<file path="src/rtl/muldiv_unit.sv">
`default_nettype none
// ============================================================================
//  Module      : muldiv_unit
//  Description : Iterative 32-bit signed multiply / divide unit with HI/LO
//                result registers. Works on operand magnitudes: one
//                shift-add (multiply) or restoring shift-subtract (divide)
//                step per cycle for 32 cycles, then a sign-fix cycle that
//                writes HI/LO.
//
//  Ports
//    clk       in   1   clock, rising edge
//    rst_n     in   1   synchronous active-low reset
//    ALUop     in   5   operation code; only MUL and DIV start an operation
//    start     in   1   request strobe, sampled only while idle
//    a         in  32   multiplicand / dividend (two's complement)
//    b         in  32   multiplier / divisor (two's complement)
//    hi        out 32   product[63:32] or remainder
//    lo        out 32   product[31:0] or quotient
//    busy      out  1   operation in progress (stall request)
//    done      out  1   one-cycle pulse, hi/lo valid
//    div_zero  out  1   one-cycle pulse with done for a divide by zero
//
//  Revision    : 1.0  initial release
// ============================================================================
module muldiv_unit (
    input  logic        clk,
    input  logic        rst_n,
    input  logic [4:0]  ALUop,
    input  logic        start,
    input  logic [31:0] a,
    input  logic [31:0] b,
    output logic [31:0] hi,
    output logic [31:0] lo,
    output logic        busy,
    output logic        done,
    output logic        div_zero
);

    // Operation codes from the ALU decoder.
    localparam logic [4:0] C_ALU_MUL = 5'd16;
    localparam logic [4:0] C_ALU_DIV = 5'd17;

    typedef enum logic [1:0] {
        S_IDLE = 2'd0,
        S_ITER = 2'd1,
        S_FIX  = 2'd2
    } state_t;

    state_t      state_q, state_d;
    logic [5:0]  cnt_q;
    logic [31:0] acc_hi_q;     // partial product high / partial remainder
    logic [31:0] acc_lo_q;     // multiplier bits / dividend -> quotient bits
    logic [31:0] opnd_q;       // |a| for multiply, |b| for divide
    logic        is_div_q;
    logic        neg_quo_q;    // sign of product / quotient
    logic        neg_rem_q;    // sign of remainder
    logic        bzero_q;
    logic [31:0] hi_q, lo_q;
    logic        done_q, dz_q;

    logic        w_accept;
    logic [31:0] w_abs_a, w_abs_b;
    logic [32:0] w_sum;
    logic [31:0] w_rem_sh;
    logic [32:0] w_diff;
    logic [63:0] w_prod;
    logic [31:0] w_quo, w_rem;

    assign w_accept = start && ((ALUop == C_ALU_MUL) || (ALUop == C_ALU_DIV));
    assign w_abs_a  = a[31] ? (~a + 32'd1) : a;
    assign w_abs_b  = b[31] ? (~b + 32'd1) : b;

    // Multiply step: add multiplicand when the current multiplier bit is set,
    // then shift the 65-bit {carry, acc_hi, acc_lo} right by one.
    assign w_sum = {1'b0, acc_hi_q} + (acc_lo_q[0] ? {1'b0, opnd_q} : 33'd0);

    // Divide step: the partial remainder is always below the divisor
    // (<= 2^31), so after shifting in the next dividend bit it still fits in
    // 32 bits. The borrow of the trial subtraction decides the quotient bit.
    assign w_rem_sh = {acc_hi_q[30:0], acc_lo_q[31]};
    assign w_diff   = {1'b0, w_rem_sh} - {1'b0, opnd_q};

    // Sign correction of the magnitude results.
    assign w_prod = neg_quo_q ? (~{acc_hi_q, acc_lo_q} + 64'd1) : {acc_hi_q, acc_lo_q};
    assign w_quo  = neg_quo_q ? (~acc_lo_q + 32'd1) : acc_lo_q;
    assign w_rem  = neg_rem_q ? (~acc_hi_q + 32'd1) : acc_hi_q;

    // ------------------------------------------------------------------
    // FSM
    // ------------------------------------------------------------------
    always_ff @(posedge clk) begin
        if (!rst_n) begin
            state_q <= S_IDLE;
        end else begin
            state_q <= state_d;
        end
    end

    always_comb begin
        state_d = state_q;
        busy    = 1'b0;
        case (state_q)
            S_IDLE: begin
                if (w_accept) begin
                    state_d = S_ITER;
                end
            end
            S_ITER: begin
                busy = 1'b1;
                if (cnt_q == 6'd31) begin
                    state_d = S_FIX;
                end
            end
            S_FIX: begin
                busy    = 1'b1;
                state_d = S_IDLE;
            end
            default: begin
                state_d = S_IDLE;
            end
        endcase
    end

    // ------------------------------------------------------------------
    // Datapath
    // ------------------------------------------------------------------
    always_ff @(posedge clk) begin
        if (!rst_n) begin
            cnt_q     <= 6'd0;
            acc_hi_q  <= 32'd0;
            acc_lo_q  <= 32'd0;
            opnd_q    <= 32'd0;
            is_div_q  <= 1'b0;
            neg_quo_q <= 1'b0;
            neg_rem_q <= 1'b0;
            bzero_q   <= 1'b0;
            hi_q      <= 32'd0;
            lo_q      <= 32'd0;
            done_q    <= 1'b0;
            dz_q      <= 1'b0;
        end else begin
            done_q <= 1'b0;
            dz_q   <= 1'b0;
            case (state_q)
                S_IDLE: begin
                    if (w_accept) begin
                        cnt_q     <= 6'd0;
                        is_div_q  <= (ALUop == C_ALU_DIV);
                        neg_quo_q <= a[31] ^ b[31];
                        neg_rem_q <= a[31];
                        bzero_q   <= (b == 32'd0);
                        acc_hi_q  <= 32'd0;
                        if (ALUop == C_ALU_DIV) begin
                            acc_lo_q <= w_abs_a;
                            opnd_q   <= w_abs_b;
                        end else begin
                            acc_lo_q <= w_abs_b;
                            opnd_q   <= w_abs_a;
                        end
                    end
                end
                S_ITER: begin
                    cnt_q <= cnt_q + 6'd1;
                    if (is_div_q) begin
                        acc_hi_q <= w_diff[32] ? w_rem_sh : w_diff[31:0];
                        acc_lo_q <= {acc_lo_q[30:0], ~w_diff[32]};
                    end else begin
                        acc_hi_q <= w_sum[32:1];
                        acc_lo_q <= {w_sum[0], acc_lo_q[31:1]};
                    end
                end
                S_FIX: begin
                    done_q <= 1'b1;
                    if (is_div_q) begin
                        // Remainder of a divide by zero is the dividend itself,
                        // which the restoring loop already leaves in acc_hi.
                        hi_q <= w_rem;
                        lo_q <= bzero_q ? 32'hFFFF_FFFF : w_quo;
                        dz_q <= bzero_q;
                    end else begin
                        hi_q <= w_prod[63:32];
                        lo_q <= w_prod[31:0];
                    end
                end
                default: begin
                    cnt_q <= 6'd0;
                end
            endcase
        end
    end

    assign hi       = hi_q;
    assign lo       = lo_q;
    assign done     = done_q;
    assign div_zero = dz_q;

endmodule
`default_nettype wire
</file>
<file path="config.mk">
export PLATFORM = sky130hd
export DESIGN_NAME = muldiv_unit
export DESIGN_NICKNAME = d
export VERILOG_FILES = /design/src/rtl/muldiv_unit.sv
export SDC_FILE = /design/constraint.sdc
export NUM_CORES = 1
export LEC_CHECK = 0
export ABC_AREA = 1
export CELL_PAD_IN_SITES_DETAIL_PLACEMENT = 1
export CELL_PAD_IN_SITES_GLOBAL_PLACEMENT = 1
export CORE_UTILIZATION = 44
export DETAILED_ROUTE_END_ITERATION = 8
export GPL_TIMING_DRIVEN = 0
export PLACE_DENSITY_LB_ADDON = 0.1
export SKIP_CTS_REPAIR_TIMING = 1
export SYNTH_ARGS = -nofsm -noshare
export SYNTH_HDL_FRONTEND = slang
export SYNTH_SLANG_ARGS = --single-unit
</file>
<file path="constraint.sdc">
create_clock -name clk -period 4.5 [get_ports clk]
set_input_delay 0.9 -clock clk [delete_from_list [all_inputs] [get_ports clk]]
set_output_delay 0.9 -clock clk [all_outputs]
set_load 0.005 [all_outputs]
</file>
; ---- After elaboration in Yosys (flattened, before gate mapping)
; Cells that the tools add are included.
; Widths: inputs -> output; s select.
[word_totals]
regBits = 174
inputBits = 72
out_inout_bits = 67
word_cells = 72
[op_classes]
addsub = 8
eq_ne = 7
muxes = 25
n_bitwise = 8
reduce_logical = 11
[ops]
columns = op, count
row1 = $mux 32, 15
row2 = $add 32x1->32 const B, 4
row3 = $not 32->32, 4
row4 = $pmux 32 s2, 2
row5 = $add 64x1->64 const B, 1
row6 = $mux 64, 1
row7 = $not 64->64, 1
row8 = $add 32x32->33, 1
row9 = $sub 32x32->33, 1
row10 = $logic_not 32->1, 1
row11 = $pmux 6 s3, 1
row12 = $eq 5x5->1 const B, 2
row13 = $reduce_and 2->1, 4
row14 = $add 6x1->6 const B, 1
row15 = $eq 6x5->1 const B, 1
row16 = $mux 6, 1
row17 = $mux 2, 2
row18 = $ne 2x2->1 const B, 2
row19 = $pmux 2 s2, 1
row20 = $reduce_and 3->1, 1
row21 = $eq 2x1->1 const B, 1
row22 = $eq 2x2->1 const B, 1
row23 = $logic_not 2->1, 1
row24 = $mux 1, 2
row25 = 6 further kinds, 7

; ---- Longest topological paths before layout
; Gate-level depths: netlist (run 1).
[logic_depth]
word_depth = 6
depth_mapped = 20
ltp_nobuf = 18

; ---- Worst setup path after synthesis (run 1)
; Ideal clock, no wire load.
[synth_path]
path_kind = register -> register
startpoint = register acc_lo_q[0]
endpoint = register acc_hi_q[29]
setup_time_ps = 132
t_arrival_ps = 2296
required_ps = 4368
slack_ps = 2071
path_stages_with_launch = 20
n_path_buf = 2
period_less_slack_ps = 2429
path_cell_list = dfxtp_1 buf_6 clkbuf_1 nand2_1 inv_1 ha_1 inv_1 fa_1 inv_1 nand3_1 nand3_1 nand2_1 nand2_1 nand2_1 nand2_1 nand2_1 nand3_1 nand3_1 nand3_1 a21oi_1
[synth_via]
elab_chain_cells = 4
[synth_lines]
columns = item, line_no
row1 = start: declaration, 52  ; logic [31:0] acc_lo_q;
row2 = start signal: assignment, 154  ; acc_lo_q <= w_abs_a;
row3 = start signal: assignment, 157  ; acc_lo_q <= w_abs_b;
row4 = start signal: assignment, 166  ; acc_lo_q <= {acc_lo_q[30:0], ~w_diff[32]};
row5 = $mux 32, 75  ; assign w_sum = {1'b0, acc_hi_q} + (acc_lo_q[0] ? {1'b0, opnd_q} : 33'd0);
row6 = $add 32x32->33, 75
row7 = $mux 32, 164  ; if (is_div_q) begin
row8 = $pmux 32 s2, 144  ; case (state_q)
row9 = end signal: assignment, 165  ; acc_hi_q <= w_diff[32] ? w_rem_sh : w_diff[31:0];
row10 = end signal: assignment, 168  ; acc_hi_q <= w_sum[32:1];
row11 = end: declaration, 51  ; logic [31:0] acc_hi_q;
; Every way passes these cells.
; A chain may end at the register's enable or synchronous reset.

; ---- Worst setup path in the final report (run 1)
; Ends and elaborated chain as after synthesis.

==> results.sh, run 1 <==
export IMPL_status="finished, final reports clean"
export IMPL_grt_overflow_total=0
export IMPL_cts_root_buf="clkbuf_16"
export IMPL_gp_congestion=1.03
export IMPL_tightest_slew_ns=1.32
export IMPL_synth_distinct_cells=53
export IMPL_synth_seq_cells=174
export IMPL_fmax_mhz=267
export IMPL_slew_headroom=0.110
export IMPL_fin_crit_ns=3.75
export IMPL_final_nets=3612
export IMPL_hold_class="flip-flop to flip-flop"
export IMPL_dieWidth_um=204
export IMPL_clock_sinks=174
export IMPL_worstSetupPathType="flip-flop to flip-flop"
export IMPL_postSynthAreaPerCell_sq_um=5.45
export IMPL_skew_ns=0.0290
export IMPL_crit_required_ns=4.85
export IMPL_power_density_nw_per_um2=240
export IMPL_clkTransAtPathRegs_ns=0.08
export IMPL_finalMaxSlewViolations=0
export IMPL_grt_pass1_vias=23333
export IMPL_grt_first_pass_wirelength_um=134000
export IMPL_cts_path_max_buffers=2
export IMPL_design_core_area_sq_um=40100
export IMPL_final_util=0.516
export IMPL_io_pins=139
export IMPL_layout_commonest_cell="nand2_1"
export IMPL_synth_top_area_frac=0.212
export IMPL_synth_seq_area_share=0.193
export IMPL_rrSetupSlack_ns=0.75
export IMPL_startpoint_type="flip-flop"
export IMPL_final_setup_tns_ns=0
export IMPL_finalSetupViolCount=0
export IMPL_hold_end="bzero_q"
export IMPL_cts_tree="done"
export IMPL_final_layout_size_suffix_gt1_frac=0.0345
export IMPL_peakVddDrop_mv=0.321
export IMPL_drt_wl_total_um=89300
export IMPL_synth_top_cell_by_area="nand2_1"
export IMPL_drt_iter0_drc=2012
export IMPL_most_common_layout_cells="1021 x nand2_1, 532 x inv_1, 347 x nor2_1"
export IMPL_r2r_start="acc_lo_q[0]"
export IMPL_r2r_cells=19
export IMPL_viasPerCell=5.80
export IMPL_ys_flop_type="dfxtp_1"
export IMPL_final_antenna_net_count=0
export IMPL_area_growth_pct=14.7
export IMPL_io_buffers=138
export IMPL_wire_per_inst_um=22.3
export IMPL_cts_buffers=17
export IMPL_synth_cells=3308
export IMPL_hpwl_um=73400
export IMPL_h_tree_depth=4
export IMPL_synth_edf_count=0
export IMPL_ys_warn_count=0
export IMPL_p_total_w=0.00496
export IMPL_timing_final_crit_share=0.832
export IMPL_die_area_sq_um=41800
export IMPL_async_reset_ff_frac=0
export IMPL_min_delay_path_depth=2
export IMPL_holdCritStartpoint="bzero_q"
export IMPL_rows=73
export IMPL_drc_errors=0
export IMPL_leakagePower_nw=10.9
export IMPL_nFillCells=5938
export IMPL_r2r_end="acc_hi_q[29]"
export IMPL_cp_end_kind="flip-flop"
export IMPL_register_area_sq_um=3480
export IMPL_cap_violations=0
export IMPL_path_max_fanout=10
export IMPL_antenna_found_initial=3
export IMPL_grt_max_degree=19
export IMPL_syn_cell_area_sq_um=18000
export IMPL_grtUsageTotal=0.426
export IMPL_num_vias=23239
export IMPL_synthTopCellsByArea="nand2_1 21%, dfxtp_1 19%, inv_1 11%"
export IMPL_syn_nets=3455
export IMPL_fp_dieH_um=204
export IMPL_clock_latency_ns=0.52
export IMPL_start_util=0.450
export IMPL_cp_arrival_ns=4.09
export IMPL_dr_pass1_iters=5
export IMPL_multi_input_comb_area_sq_um=12000
export IMPL_final_hold_viol_count=0
export IMPL_rsz0062_at_grt="no"
## layer usage
| metal | GRT usage | routed length (um) | vias up |
|---|---|---|---|
| met4 | 0.257 | 5600 | 6 |
| met5 | 0 | 37 | - |
| met2 | 0.688 | 39700 | 1035 |
| met3 | 0.0816 | 7290 | 266 |
| met1 | 0.522 | 36600 | 11153 |
| li1 | - | - | 10779 |
## worst max-delay path, cell delays in order (launching register included)
cell and delay [ns]:
dfxtp_1 0.33, buf_6 0.17, clkbuf_1 0.57, nand2_1 0.12, inv_1 0.08, ha_1 0.25, inv_1 0.08, fa_1 0.43
inv_1 0.16, nand3_1 0.10, nand3_1 0.21, nand2_1 0.12, nand2_1 0.17, nand2_1 0.10, nand2_1 0.14, nand2_1 0.12
nand3_1 0.10, nand3_1 0.10, nand3_1 0.15, a21oi_1 0.08
## cells in the mapped netlist (2+ instances only)
cell type,n
nand2_1,1021
inv_1,532
nor2_1,347
nand3_1,275
a21oi_1,201
o21ai_0,200
dfxtp_1,174
clkbuf_1,83
ha_1,73
xor2_1,67
o211ai_1,41
nand4_1,39
nor3_1,32
inv_2,24
nor2_2,17
o21ai_1,17
buf_1,15
o221ai_1,15
nand3b_1,13
a31oi_1,11
buf_2,8
nand2_2,8
o21bai_1,8
xnor2_1,8
a21o_1,7
and2_1,7
or2_2,7
buf_6,6
a21boi_0,4
a22oi_1,4
nor2_4,4
o22ai_1,4
a211oi_1,3
a21oi_2,3
clkinv_1,3
nand3_2,3
o31ai_1,3
a221oi_1,2
a2bb2oi_1,2
fa_1,2
o21ai_2,2
or2_1,2
## worst max-delay path by stage
| stage | start | endpoint | slack (ns) | depth (start not counted) |
|---|---|---|---|---|
| final | acc_lo_q[0] | acc_hi_q[29] | 0.75 | 19 |
| after global routing | acc_lo_q[0] | acc_hi_q[29] | 0.65 | 19 |
| after CTS | acc_lo_q[0] | acc_hi_q[29] | 0.93 | 19 |
| after detailed placement | b[0] | acc_lo_q[20] | 0.99 | 13 |
| after global placement | b[0] | acc_lo_q[20] | 1.08 | 13 |
| after floorplan | acc_lo_q[0] | acc_hi_q[29] | 2.07 | 19 |
## final cells by class
type	instances	share of cell area
antenna	1	0.000121
buffer	113	0.0233
clock buffer	19	0.0219
clock inverter	13	0.00750
inverter	560	0.102
multi-input combinational	2461	0.579
sequential	174	0.168
tap	525	0.0318
timing repair buffer	138	0.0668
## report_power, final
part	switching [W]	total (W)	leakage (nW)	internal [W]
Combinational	0.00104	0.00159	9.20	0.000559
Clock	0.000812	0.00163	0.302	0.000823
Sequential	0.0000774	0.00173	1.41	0.00165
## logic make-up (layout without fill, tap and decap cells)
logic type                 Yosys count  after routing  share of synthesized area
other                                0              1                          0
AOI/OAI and AO/OA                  531            531                      0.164
DFF                                174            174                      0.193
xor gates and xnor gates            75             75                     0.0364
and+or+nand+nor                   1780           1780                      0.410
buffers and inverters              673            843                      0.143
adders and majority gates           75             75                     0.0529
## sequential cells by signal, indices dropped and copies added (netlist names)
register,count
acc_hi_q,32
acc_lo_q,32
hi,32
lo,32
opnd_q,32
cnt_q,6
state_q,2
bzero_q,1
div_zero,1
done,1
is_div_q,1
neg_quo_q,1
neg_rem_q,1
## per-stage QoR
| step | setup slack [ns] | area [sq um] | cells | hold slack, ns |
|---|---|---|---|---|
| floorplan | 2.07 | 18000 | 3308 | 0.412 |
| global placement | 1.08 | 20100 | 3971 | 0.423 |
| detailed placement | 0.992 | 20100 | 3971 | 0.457 |
| CTS | 0.929 | 20700 | 4003 | 0.469 |
| global route | 0.652 | 20700 | 4003 | 0.482 |
| finish | 0.755 | 20700 | 4004 | 0.477 |
Note: power is estimated with default switching activity, not from simulation.
==> run 2: changes to the inputs <==
--- a/config.mk
+++ b/config.mk
@@ -8,7 +8,7 @@
 export ABC_AREA = 1
 export CELL_PAD_IN_SITES_DETAIL_PLACEMENT = 1
 export CELL_PAD_IN_SITES_GLOBAL_PLACEMENT = 1
-export CORE_UTILIZATION = 44
+export CORE_UTILIZATION = 41
 export DETAILED_ROUTE_END_ITERATION = 8
 export GPL_TIMING_DRIVEN = 0
 export PLACE_DENSITY_LB_ADDON = 0.1
==> constraint.sdc (replaced) <==
create_clock -name clk -period 3.91 [get_ports clk]
set_input_delay 0.782 -clock clk [delete_from_list [all_inputs] [get_ports clk]]
set_output_delay 0.782 -clock clk [all_outputs]
set_load 0.005 [all_outputs]
==> run 2 against run 1 <==
Effect of this change:
- register-to-register slack worse by 0.60 ns
- critical endpoint unchanged
- die area grew 7.2%
- non-clock buffer count did not move
- largest cell class unchanged
- core utilization fell by 3.6 points
- sequential power grew 15%
==> results.sh, run 2 (synthesis gave the netlist of run 1 again) <==
export IMPL_clock_sinks=174
export IMPL_grtUsageTotal=0.404
export IMPL_fmax_mhz=266
export IMPL_final_layout_size_suffix_gt1_frac=0.0342
export IMPL_clkTransAtPathRegs_ns=0.08
export IMPL_skew_ns=0.0197
export IMPL_num_vias=23048
export IMPL_layout_commonest_cell="nand2_1"
export IMPL_final_nets=3612
export IMPL_grt_first_pass_wirelength_um=135000
export IMPL_holdCritStartpoint="cnt_q[4]"
export IMPL_rows=76
export IMPL_drt_wl_total_um=90300
export IMPL_wl_met1_um=38600
export IMPL_fp_dieH_um=212
export IMPL_finalMaxSlewViolations=0
export IMPL_path_max_fanout=10
export IMPL_antenna_found_initial=0
export IMPL_crit_required_ns=4.27
export IMPL_tightest_slew_ns=1.05
export IMPL_die_area_sq_um=44800
export IMPL_cp_end_kind="flip-flop"
export IMPL_placed_area_sq_um=20200
export IMPL_finalSetupViolCount=0
export IMPL_clock_latency_ns=0.52
export IMPL_drt_iter0_drc=2012
export IMPL_wire_per_inst_um=22.2
export IMPL_slew_headroom=0.298
export IMPL_fin_area_sq_um=20800
export IMPL_gp_congestion=1.04
export IMPL_dp_cells=4031
export IMPL_area_growth_pct=15.2
export IMPL_r2r_cells=19
export IMPL_hpwl_um=74700
export IMPL_grt_pass1_vias=22716
export IMPL_status="finished, final reports clean"
export IMPL_grt_overflow_total=0
export IMPL_rrSetupSlack_ns=0.16
export IMPL_startpoint_type="flip-flop"
export IMPL_fin_crit_ns=3.75
export IMPL_dr_pass1_iters=6
export IMPL_r2r_end="acc_hi_q[29]"
export IMPL_io_buffers=138
export IMPL_worstSetupPathType="flip-flop to flip-flop"
export IMPL_final_hold_viol_count=0
export IMPL_cp_arrival_ns=4.11
export IMPL_p_total_w=0.00576
export IMPL_cts_path_max_buffers=2
export IMPL_nFillCells=6348
export IMPL_dieWidth_um=212
export IMPL_cts_buffers=17
export IMPL_leakagePower_nw=10.9
export IMPL_route_met2_wl_um=40200
export IMPL_cts_tree="done"
export IMPL_grt_max_degree=19
export IMPL_cap_violations=0
export IMPL_final_antenna_net_count=0
export IMPL_most_common_layout_cells="1021 x nand2_1, 532 x inv_1, 347 x nor2_1"
export IMPL_route_met3_wl_um=6690
export IMPL_timing_final_crit_share=0.960
export IMPL_drc_errors=0
export IMPL_top_layer_used="met4"
export IMPL_min_delay_path_depth=1
export IMPL_r2r_start="acc_lo_q[0]"
export IMPL_rsz0062_at_grt="no"
export IMPL_cts_root_buf="clkbuf_16"
export IMPL_final_cells=4063
export IMPL_timing_hold_ws_ns=0.459
export IMPL_design_core_area_sq_um=43300
export IMPL_h_tree_depth=4
export IMPL_io_pins=139
export IMPL_power_density_nw_per_um2=277
export IMPL_final_setup_tns_ns=0
export IMPL_viasPerCell=5.67
export IMPL_start_util=0.417
export IMPL_hold_class="flip-flop to flip-flop"
export IMPL_hold_end="cnt_q[4]"
export IMPL_num_antenna_cells=0
export IMPL_peakVddDrop_mv=0.280
[run 2: critical path, cell delays in order (launching register included)]
cell and delay, ns:
dfxtp_1 0.33, buf_6 0.17, clkbuf_1 0.54, nand2_1 0.11, inv_1 0.07, ha_1 0.24
inv_1 0.08, fa_1 0.46, inv_1 0.16, nand3_1 0.09, nand3_1 0.24, nand2_1 0.11
nand2_1 0.17, nand2_1 0.09, nand2_1 0.18, nand2_1 0.09, nand3_1 0.08, nand3_1 0.15
nand3_1 0.16, a21oi_1 0.07
[run 2: power by group]
| part | internal, W | total [W] | leakage, nW | switching, W |
|---|---|---|---|---|
| Clock | 0.000979 | 0.00195 | 0.305 | 0.000967 |
| Combinational | 0.000644 | 0.00182 | 9.20 | 0.00118 |
| Sequential | 0.00190 | 0.00199 | 1.41 | 0.0000912 |
| Total | 0.00352 | 0.00576 | 10.9 | 0.00224 |
[run 2: final cells by class]
class / count / area [sq um] / share of cell area
Multi-Input combinational cell: 2461 / 12000 / 0.576
Sequential cell: 174 / 3480 / 0.168
Inverter: 560 / 2100 / 0.101
Timing Repair Buffer: 138 / 1380 / 0.0665
Tap cell: 585 / 732 / 0.0352
Buffer: 113 / 483 / 0.0232
Clock buffer: 18 / 429 / 0.0207
Clock inverter: 14 / 196 / 0.00945
[run 2: through the flow]
| stage | worst slack (ns) | util |
|---|---|---|
| 6_report | 0.156 | 0.480 |
| 5_1_grt | 0.0138 | 0.480 |
| 4_1_cts | 0.225 | 0.480 |
| 3_5_place_dp | 0.291 | 0.466 |
| 3_3_place_gp | 0.329 | 0.466 |
| 2_1_floorplan | 1.48 | - |
[run 2: worst max-delay path by stage]
stage	from	endpoint	slack, ns	cells past startpoint
2_1_floorplan	acc_lo_q[0]	acc_hi_q[29]	1.48	19
3_3_place_gp	acc_lo_q[0]	acc_hi_q[29]	0.33	19
3_5_place_dp	acc_lo_q[0]	acc_hi_q[29]	0.29	19
4_1_cts	acc_lo_q[0]	acc_hi_q[29]	0.23	19
5_1_grt	acc_lo_q[0]	acc_hi_q[29]	0.01	19
6_report	acc_lo_q[0]	acc_hi_q[29]	0.16	19
[run 2: metal layers]
metal,vias up,GRT usage
met2,953,0.650
met4,0,0.205
met1,11100,0.520
met3,224,0.0638
li1,10771,-
met5,-,0
==> run 3: changes to the inputs <==
--- a/config.mk
+++ b/config.mk
@@ -5,10 +5,9 @@
 export SDC_FILE = /design/constraint.sdc
 export NUM_CORES = 1
 export LEC_CHECK = 0
-export ABC_AREA = 1
 export CELL_PAD_IN_SITES_DETAIL_PLACEMENT = 1
 export CELL_PAD_IN_SITES_GLOBAL_PLACEMENT = 1
-export CORE_UTILIZATION = 41
+export CORE_UTILIZATION = 43
 export DETAILED_ROUTE_END_ITERATION = 8
 export GPL_TIMING_DRIVEN = 0
 export PLACE_DENSITY_LB_ADDON = 0.1
==> constraint.sdc (replaced) <==
create_clock -name clk -period 3.79 [get_ports clk]
set_input_delay 0.758 -clock clk [delete_from_list [all_inputs] [get_ports clk]]
set_output_delay 0.758 -clock clk [all_outputs]
set_load 0.005 [all_outputs]
==> run 3 against run 2 <==
Effect of this change:
- final cell count down 38%
- critical endpoint is now acc_hi_q[26]
- critical path depth fell by 5
- clock power is 8% lower
==> results.sh, run 3 <==
export IMPL_area_growth_pct=19.1
export IMPL_final_nets=2205
export IMPL_postSynthAreaPerCell_sq_um=7.40
export IMPL_drc_errors=0
export IMPL_fin_crit_ns=3.72
export IMPL_ys_warn_count=0
export IMPL_synth_cells=1896
export IMPL_num_antenna_cells=0
export IMPL_status="finished, final reports clean"
export IMPL_antenna_found_initial=0
export IMPL_clkTransAtPathRegs_ns=0.08
export IMPL_internal_power_w=0.00337
export IMPL_rows=65
export IMPL_final_util=0.526
export IMPL_gp_congestion=0.970
export IMPL_drt_iter0_drc=1004
export IMPL_p_clk_frac=0.349
export IMPL_grtUsageTotal=0.356
export IMPL_most_common_layout_cells="215 x nand2_1, 197 x nor2_1, 184 x a21oi_1"
export IMPL_io_buffers=138
export IMPL_path_delay_family="compound AO/OA/AOI/OAI gates"
export IMPL_leakagePower_nw=6.47
export IMPL_synthTopCellsByArea="dfxtp_1 25%, a21oi_1 6.7%, ha_1 6.5%"
export IMPL_pwr_share_comb=0.267
export IMPL_die_area_sq_um=33400
export IMPL_cts_tree="done"
export IMPL_wire_per_inst_um=23.7
export IMPL_startpoint_type="flip-flop"
export IMPL_crit_required_ns=4.16
export IMPL_synth_seq_area_share=0.248
export IMPL_final_setup_tns_ns=0
export IMPL_crit_buf_inv=2
export IMPL_p_total_w=0.00517
export IMPL_seqPwrFrac=0.384
export IMPL_yosysMostFrequentCell="nand2_1"
export IMPL_tightest_slew_ns=0.976
export IMPL_num_vias=15331
export IMPL_power_switching_w=0.00180
export IMPL_grt_first_pass_wirelength_um=91000
export IMPL_clock_latency_ns=0.45
export IMPL_grt_max_degree=18
export IMPL_syn_nets=2043
export IMPL_async_reset_ff_frac=0
export IMPL_drt_wl_total_um=59300
export IMPL_synth_seq_cells=174
export IMPL_ys_flop_type="dfxtp_1"
export IMPL_synth_distinct_cells=79
export IMPL_final_layout_size_suffix_gt1_frac=0.0575
export IMPL_io_pins=139
export IMPL_skew_ns=0.0148
export IMPL_timing_final_crit_share=0.983
export IMPL_worstSetupPathType="flip-flop to flip-flop"
export IMPL_dieWidth_um=183
export IMPL_cap_violations=0
export IMPL_final_antenna_net_count=0
export IMPL_syn_cell_area_sq_um=14000
export IMPL_finalMaxSlewViolations=0
export IMPL_cts_root_buf="clkbuf_16"
export IMPL_peakVddDrop_mv=0.324
export IMPL_fmax_mhz=269
export IMPL_fp_dieH_um=183
export IMPL_start_util=0.442
export IMPL_grt_overflow_total=0
export IMPL_timing_hold_ws_ns=0.455
export IMPL_power_density_nw_per_um2=309
export IMPL_dr_pass1_iters=5
export IMPL_cts_path_max_buffers=2
export IMPL_hold_class="flip-flop to flip-flop"
export IMPL_layout_commonest_cell="nand2_1"
export IMPL_slew_headroom=0.344
export IMPL_crit_chain="clkinvlp_4, buf_4, nor2_1, ha_1, and3_1, and4_1, a221oi_2, o41ai_4, a221o_1, a31oi_4, o21ai_1, xnor2_1, or3_1, a31oi_1"
export IMPL_finalSetupViolCount=0
export IMPL_viasPerCell=6.12
export IMPL_sw_frac_of_total=0.348
export IMPL_cp_arrival_ns=4.10
export IMPL_crit_path_max_incr_delay_ns=0.42
export IMPL_cp_slowest_cell="dfxtp_4"
export IMPL_synth_edf_count=0
export IMPL_h_tree_depth=4
export IMPL_synth_top_cell_by_area="dfxtp_1"
export IMPL_grt_pass1_vias=15672
export IMPL_hpwl_um=47500
export IMPL_final_hold_viol_count=0
export IMPL_clock_sinks=174
export IMPL_path_max_fanout=10
export IMPL_cts_buffers=17
export IMPL_synth_top_area_frac=0.248
export IMPL_design_core_area_sq_um=31800
export IMPL_cp_end_kind="flip-flop"
export IMPL_yosys_top_cells_count="215 x nand2_1, 199 x nor2_1, 187 x a21oi_1, 174 x dfxtp_1, 134 x o21ai_0"
## run 3: cell count changes in the layout (fill, tap and decap cells not counted), moves of 23 or more
cell	change
nand2_1	-806
inv_1	-463
nand3_1	-244
nor2_1	-150
xnor2_1	+74
o21ai_0	-67
a211oi_1	+52
mux2i_1	+38
a21o_1	+31
xor2_1	+28
inv_2	-24
o31ai_1	+23
## run 3: cells by family after synthesis
group | after synthesis | synth area share
AOI/OAI and AO/OA | 612 | 0.277
and+or+nand+nor | 612 | 0.205
buffers and inverters | 192 | 0.0526
xor gates and xnor gates | 177 | 0.110
DFF | 174 | 0.248
adders and majority gates | 75 | 0.0679
muxes | 54 | 0.0398
## run 3: path summary, 6_finish.rpt
path                from            to  slack (ns)  cells after the start
max reg2reg  acc_lo_q[0]  acc_hi_q[26]        0.07                     14
max          acc_lo_q[0]  acc_hi_q[26]        0.07                     14
min reg2reg   opnd_q[19]    opnd_q[19]        0.46                      2
min           opnd_q[19]    opnd_q[19]        0.46                      2
## run 3: worst reg2reg max path: stages (launching register included)
cell and delay [ns]:
dfxtp_4 0.42, clkinvlp_4 0.20, buf_4 0.23, nor2_1 0.10, ha_1 0.30, and3_1 0.26
and4_1 0.22, a221oi_2 0.37, o41ai_4 0.18, a221o_1 0.38, a31oi_4 0.25, o21ai_1 0.12
xnor2_1 0.15, or3_1 0.32, a31oi_1 0.16
## run 3: layout make-up
class,count,area (sq um)
Buffer,121,482
Fill cell,4007,15100
Timing Repair Buffer,143,1420
Clock buffer,19,453
Tap cell,435,544
Sequential cell,174,3490
Inverter,71,270
Multi-Input combinational cell,1530,9940
Clock inverter,13,124
## run 3: power by group through the flow
stage	Clock, W	Combinational [W]	Sequential, W
floorplan	0	0.000718	0.00202
global placement	0	0.00130	0.00202
detailed placement	0	0.00133	0.00203
CTS	0.00181	0.00134	0.00198
global route	0.00188	0.00147	0.00199
finish	0.00180	0.00138	0.00198
## run 3: routing by layer
metal	routed length [um]	GRT usage	vias up
met5	0	0	-
met4	2540	0.154	0
met3	2850	0.0459	130
met2	28400	0.614	524
met1	25400	0.442	7534
li1	-	-	7143
## run 3: stage by stage
stage	area, sq um	worst slack, ns	std cells
3_5_place_dp	16000	-0.552	2469
4_1_cts	16500	-0.604	2501
3_3_place_gp	16000	-0.511	2469
5_1_grt	16700	-0.0778	2506
6_report	16700	0.0662	2506
2_1_floorplan	14000	0.487	1896
